`config.mk`:
```
export PLATFORM = sky130hd
export DESIGN_NAME = vec_deserializer
export DESIGN_NICKNAME = d
export VERILOG_FILES = /design/src/rtl/vec_deser_pkg.sv /design/src/rtl/vec_deserializer.sv
export SDC_FILE = /design/constraint.sdc
export NUM_CORES = 1
export LEC_CHECK = 0
export ABC_AREA = 1
export CORE_UTILIZATION = 47
export DETAILED_ROUTE_END_ITERATION = 8
export PLACE_DENSITY = 0.79
export SYNTH_ARGS = -nofsm -noshare
export SYNTH_HDL_FRONTEND = slang
export SYNTH_SLANG_ARGS = --single-unit
export TNS_END_PERCENT = 100
```
`constraint.sdc`:
```
create_clock -name clk -period 1.5 [get_ports clk]
set_input_delay 0.15 -clock clk [delete_from_list [all_inputs] [get_ports clk]]
set_output_delay 0.15 -clock clk [all_outputs]
set_load 0.005 [all_outputs]
```
`src/rtl/vec_deser_pkg.sv`:
```
// Shared types for the serial stimulus deserializer.
// Frame state encoding and width limits.
package vec_deser_pkg;

  typedef enum logic [1:0] {
    ST_COLLECT,
    ST_PARITY,
    ST_HOLD
  } deser_state_t;

  localparam int VEC_W_MAX = 16;

endpackage

```
`src/rtl/vec_deserializer.sv`:
```
// Serial-to-parallel receiver: LSB-first bits into a vector,
// optional even parity, valid/ready delivery, frame counter.
module vec_deserializer
  import vec_deser_pkg::*;
#(
  parameter int VEC_W     = 8,
  parameter bit PARITY_EN = 1'b1,
  parameter int CNT_W     = 16
) (
  input  logic             clk,
  input  logic             rst,
  input  logic             sin_valid,
  input  logic             sin_data,
  input  logic             sin_sync,
  output logic             sin_ready,
  output logic [VEC_W-1:0] vec,
  output logic             vec_valid,
  input  logic             vec_ready,
  output logic             err_parity,
  output logic [CNT_W-1:0] frame_cnt
);

  localparam int CW = $clog2(VEC_W);
  localparam logic [CW-1:0] LAST = CW'(VEC_W - 1);

  deser_state_t     state_q, state_d;
  logic [CW-1:0]    cnt_q, cnt_d;
  logic [VEC_W-1:0] shift_q, shift_d;
  logic [VEC_W-1:0] vec_d;
  logic             err_d;
  logic [CNT_W-1:0] fcnt_d;

  assign sin_ready = (state_q != ST_HOLD);
  assign vec_valid = (state_q == ST_HOLD);

  // Next-state: sync beats a beat, HOLD blocks new input.
  always_comb begin
    state_d = state_q;
    cnt_d   = cnt_q;
    shift_d = shift_q;
    vec_d   = vec;
    err_d   = 1'b0;
    fcnt_d  = frame_cnt;
    case (state_q)
      ST_COLLECT: begin
        if (sin_sync) begin
          cnt_d = '0;
        end else if (sin_valid) begin
          shift_d[cnt_q] = sin_data;
          if (cnt_q == LAST) begin
            cnt_d = '0;
            if (PARITY_EN) begin
              state_d = ST_PARITY;
            end else begin
              vec_d   = shift_d;
              state_d = ST_HOLD;
            end
          end else begin
            cnt_d = cnt_q + CW'(1);
          end
        end
      end
      ST_PARITY: begin
        if (sin_sync) begin
          cnt_d   = '0;
          state_d = ST_COLLECT;
        end else if (sin_valid) begin
          cnt_d = '0;
          if ((^shift_q) ^ sin_data) begin
            err_d   = 1'b1;
            state_d = ST_COLLECT;
          end else begin
            vec_d   = shift_q;
            state_d = ST_HOLD;
          end
        end
      end
      ST_HOLD: begin
        if (vec_ready) begin
          fcnt_d  = frame_cnt + CNT_W'(1);
          state_d = ST_COLLECT;
        end
      end
      default: begin
        cnt_d   = '0;
        state_d = ST_COLLECT;
      end
    endcase
  end

  // State, shift, output vector and counters.
  always_ff @(posedge clk or posedge rst) begin
    if (rst) begin
      state_q    <= ST_COLLECT;
      cnt_q      <= '0;
      shift_q    <= '0;
      vec        <= '0;
      err_parity <= 1'b0;
      frame_cnt  <= '0;
    end else begin
      state_q    <= state_d;
      cnt_q      <= cnt_d;
      shift_q    <= shift_d;
      vec        <= vec_d;
      err_parity <= err_d;
      frame_cnt  <= fcnt_d;
    end
  end

  a_hold_stable: assert property (
    @(posedge clk) disable iff (rst)
    vec_valid && !vec_ready |=> vec_valid && $stable(vec));

  a_err_pulse: assert property (
    @(posedge clk) disable iff (rst)
    err_parity |=> !err_parity);

  a_no_ready_in_hold: assert property (
    @(posedge clk) disable iff (rst)
    vec_valid |-> !sin_ready);

endmodule

```
Word-level counts from Yosys, hierarchy flattened
Index checks and enable logic that the tools add are counted.
W data, S select, Z words.
{ "op_classes": {"add_sub_neg": 2, "mux": 21, "bitwise_logic": 4, "n_eq_ne": 10, "magnitude_cmp": 2, "reduce_logical": 8} }
{ "ops": {"columns": ["op", "count"], "rows": [
  ["$add A16 B1 Y16 const B", 1],
  ["$mux W3", 5],
  ["$mux W2", 7],
  ["$pmux W3 S3", 1],
  ["$bwmux W8", 1],
  ["$ne A2 B2 Y1 const B", 4],
  ["$reduce_xor A8 Y1", 1],
  ["$ne A3 B3 Y1 const B", 2],
  ["$pmux W2 S3", 1],
  ["$reduce_and A3 Y1", 2],
  ["$mux W1", 5],
  ["$reduce_and A5 Y1", 1],
  ["$lt A3 B4 Y1 const B", 1],
  ["$reduce_and A4 Y1", 1],
  ["$add A3 B1 Y3 const B", 1],
  ["$demux W1 S3", 1],
  ["$eq A3 B3 Y1 const B", 1],
  ["$ge A3 B1 Y1 const B", 1],
  ["$not A1 Y1", 3],
  ["$eq A2 B1 Y1 const B", 1],
  ["$eq A2 B2 Y1 const B", 1],
  ["$logic_not A2 Y1", 1],
  ["$ne A2 B1 Y1 const B", 1],
  ["$reduce_and A2 Y1", 1],
  ["2 further kinds", 2]
]} }
{ "word_totals": {"elab_cells": 53, "in_bits": 6, "register_bits": 38, "output_inout_bits": 27} }

Logic depth before layout (Yosys ltp)
{ "logic_depth": {"ltp_word": 6, "mapped_depth": 11, "mapped_depth_nobuf": 11} }

Worst setup path after synthesis
Ideal clock, no wire load.
{ "synth_path": {"path_type": "reg2reg", "startpoint": "register frame_cnt[0]", "endpoint": "register frame_cnt[14]", "stages_incl_launch_ff": 8, "path_slack_ps": 150, "arrival_time_ps": 1226, "t_required_ps": 1377, "path_cell_list": "dfrtp_1 -> ha_1 -> nand3_1 -> nor2_4 -> nand2_2 -> nor2_4 -> nand4_1 -> xnor2_1"} }
{ "synth_via": {"elab_chain_cells": 1} }
{ "synth_lines": {"columns": ["element", "line_no", "rtl"], "rows": [
  ["start: declaration", "vec_deserializer.sv:20", "output logic [CNT_W-1:0] frame_cnt"],
  ["start signal: assignment", "vec_deserializer.sv:106", "frame_cnt <= fcnt_d;"],
  ["$add A16 B1 Y16", "vec_deserializer.sv:80", "fcnt_d = frame_cnt + CNT_W'(1);"]
]} }
Every way passes these cells.
A chain may end at the register's enable or synchronous reset.

Worst setup path in the final report
{ "layout_path": {"startpoint": "register state_q[0]", "endpoint": "output port sin_ready"} }
{ "layout_via": {"elab_chain_cells": 1} }
{ "layout_lines": {"columns": ["element", "line_no", "rtl"], "rows": [
  ["start: declaration", "vec_deserializer.sv:26", "deser_state_t state_q, state_d;"],
  ["start signal: assignment", "vec_deserializer.sv:101", "state_q <= state_d;"],
  ["$ne A2 B2 Y1", "vec_deserializer.sv:33", "assign sin_ready = (state_q != ST_HOLD);"],
  ["end: declaration", "vec_deserializer.sv:15", "output logic sin_ready,"]
]} }
Every way passes these cells.

==> flow_summary_export.csv <==
group,metric,value,unit
sta,rsz0062_at_grt,"true",
sta,fin_crit,1.51,ns
drt,routed_via_density,5.03,
power,leakagePower,1.35,nW
power,power_density,1180,nW/um^2
drt,num_vias,1700,
clock_tree,cts_root_buf,"clkbuf_8",
sta,hold_viol_final,0,
sta,slew_violations,0,
drt,wl,4.09,mm
global_routing,grt_pass1_wl,6.54,mm
die,initial_utilization,49.0,%
clock_tree,cts_tree,"built",
setup_path,reg2reg_depth,9,
hold_path,hp-class,"input pin to asynchronous set/reset pin",
die,die-height,66.6,um
setup_path,timing.rr.start,"state_q[0]",
synthesis,syn_avg_cell_area,8.46,sq um
synthesis,synthCells,232,
placement,dp_hpwl,2.82,mm
setup_path,crit_start,"state_q[0]",
power,fin_total_pwr,3.11,mW
synthesis,synthesis.nets,241,
layout,area_growth_syn_to_layout,34.4,%
layout,layout_common_cells,"66 x nand2_1, 33 x dfrtp_1, 31 x clkdlybuf4s50_1, 30 x inv_1, 20 x nand3_1",
drt,wl_per_cell,12.1,um
layout,stdcell_area,2640,sq um
synthesis,ys_types,23,
sta,post-route-worst-setup-slack,-0.00998,ns
layout,layout_commonest_cell,"nand2_1",
drt,initialDrtViolationCount,112,
global_routing,grtUsageTotal,19.8,%
clock_tree,numCtsBuffers,5,
setup_path,worstPathArrival,1.36,ns
sta,timing.slew.headroom,78.6,%
synthesis,yosysWarnings,0,
flow_run,max-cap-violations,0,
die,coreArea,4000,sq um
placement,place.gp.congestion,0.858,
clock_tree,clk_pin_slew,0.07,ns
sta,worstMarginPinSlew,0.320,ns
synthesis,netlist_area,1960,sq um
setup_path,worst_setup_path_end_kind,"output pin",
setup_path,timing.rr.end,"frame_cnt[15]",
layout,final_layout_size_suffix_gt1_share,18.1,%
die,num_rows,23,
global_routing,grt_antenna_before_repair,0,
clock_tree,cts-htree-levels,2,
status,violations,"DRC, setup timing",
setup_path,regToRegSetupSlack,0.04,ns
placement,port_buffers,32,
status,status,"finished with violations",
sta,period_share,101,%
layout,nets,296,
setup_path,start_kind,"flop",
die,pin_count,33,
sta,clock_skew,0.00811,ns
global_routing,grt_overflow,0,
sta,setup_viol,1,
power,ir_drop,0.571,mV
drt,drcViolationCount,2,
global_routing,grt_pass1_vias,1499,
clock_tree,cts.sinks,38,
placement,place_ws,-0.0645,ns
placement,dpl_cell_area,2420,sq um
setup_path,crit_required,1.35,ns
die,die_area,4440,sq um
layout,n_antenna_cell,0,
synthesis,ys_ff_latch,38,
sta,timing.fmax,662,MHz
drt,ant_nets,0,
die,fp.dieW,66.6,um
synthesis,synth-seq-area-share,48.5,%
clock_tree,clk_latency,0.29,ns
clock_tree,cts_max_path_buffers,2,
setup_path,crit_type,"flop to output pin",
global_routing,grt_max_degree,39,
setup_path,endpoint,"sin_ready",
setup_path,crit_fanout,3,
layout,final_core_util,65.9,%
drt,drtPass1Iterations,6,
## report_power, final
part,switching (mW),internal [mW]
registers,0.153,1.13
clock network,0.349,0.498
logic,0.592,0.380
## cells by family after synthesis
| kind of cell | count (synthesis) | synth area share [%] |
|---|---|---|
| and+or+nand+nor | 119 | 30.0 |
| DFF | 38 | 48.5 |
| buffers and inverters | 35 | 6.70 |
| AOI/OAI and AO/OA | 22 | 6.12 |
| xor gates and xnor gates | 14 | 6.25 |
| adders and majority gates | 3 | 1.91 |
| muxes | 1 | 0.574 |
## final cells by class
class | instances | area, sq um
clock buffer | 7 | 76.3
clock inverter | 1 | 30.0
fill | 343 | 1360
inverter | 35 | 131
multi-input combinational | 160 | 931
sequential | 38 | 957
tap | 50 | 62.6
timing repair buffer | 47 | 448
## worst min path at each step
stage	to	slack, ns	depth (start not counted)
floorplan	state_q[1]	0.26	1
global placement	vec[6]	0.46	2
detailed placement	vec[3]	0.46	2
CTS	frame_cnt[5]	0.22	3
global route	shift_q[1]	0.23	3
finish	frame_cnt[5]	0.20	3
## routing by layer
| layer | GRT usage (%) | up-vias | wire (um) |
|---|---|---|---|
| li1 | - | 852 | - |
| met1 | 26.5 | 792 | 1890 |
| met2 | 30.6 | 48 | 1960 |
| met3 | 4.62 | 8 | 155 |
| met4 | 7.98 | 0 | 87 |
| met5 | 0 | - | 0 |
## synth_stat cells
cell	number	share of area, %
nor2_4	5	2.9
nand4_1	4	1.3
nor2_8	1	1.0
a21oi_1	8	2.0
clkinv_1	2	0.38
nor2_1	11	2.1
a31oi_1	8	2.6
nand2_1	68	13
nand3_2	1	0.51
nor3_1	1	0.25
nand2_4	1	0.57
xnor2_1	9	4.0
mux2_2	1	0.57
nand3_1	22	5.6
nand2_2	2	0.64
inv_1	33	6.3
nand3_4	2	1.8
o21ai_1	1	0.25
dfrtp_1	38	48
xor2_1	5	2.2
ha_1	3	1.9
nor2_2	1	0.32
o21ai_0	5	1.3
## timing repair
item                       in CTS  in global routing
setup buffers                   2                  5
setup endpoints to repair       2                 20
gates resized for setup         5                 15
cloned                          0                  1
hold buffers                    0                  0
pin swaps                       0                  3
## critical path, cell delays in order, from the launching register on
cell,delay (ns)
dfrtp_1,0.40
inv_2,0.07
nand2_2,0.10
clkdlybuf4s50_1,0.51
## per-stage QoR
step | cells | setup TNS (ns) | hold slack, ns
floorplan | 232 | 0 | 0.259
global placement | 322 | -0.0215 | 0.455
detailed placement | 322 | -0.528 | 0.462
CTS | 332 | 0 | 0.220
global route | 338 | -0.121 | 0.227
finish | 338 | -0.00998 | 0.203
## state kept, by name (all words and copies together) (netlist names)
signal and count:
vec 8, state_q 2, frame_cnt 16, err_parity 1, cnt_q 3, shift_q 8
(Power assumes the default switching activity.)
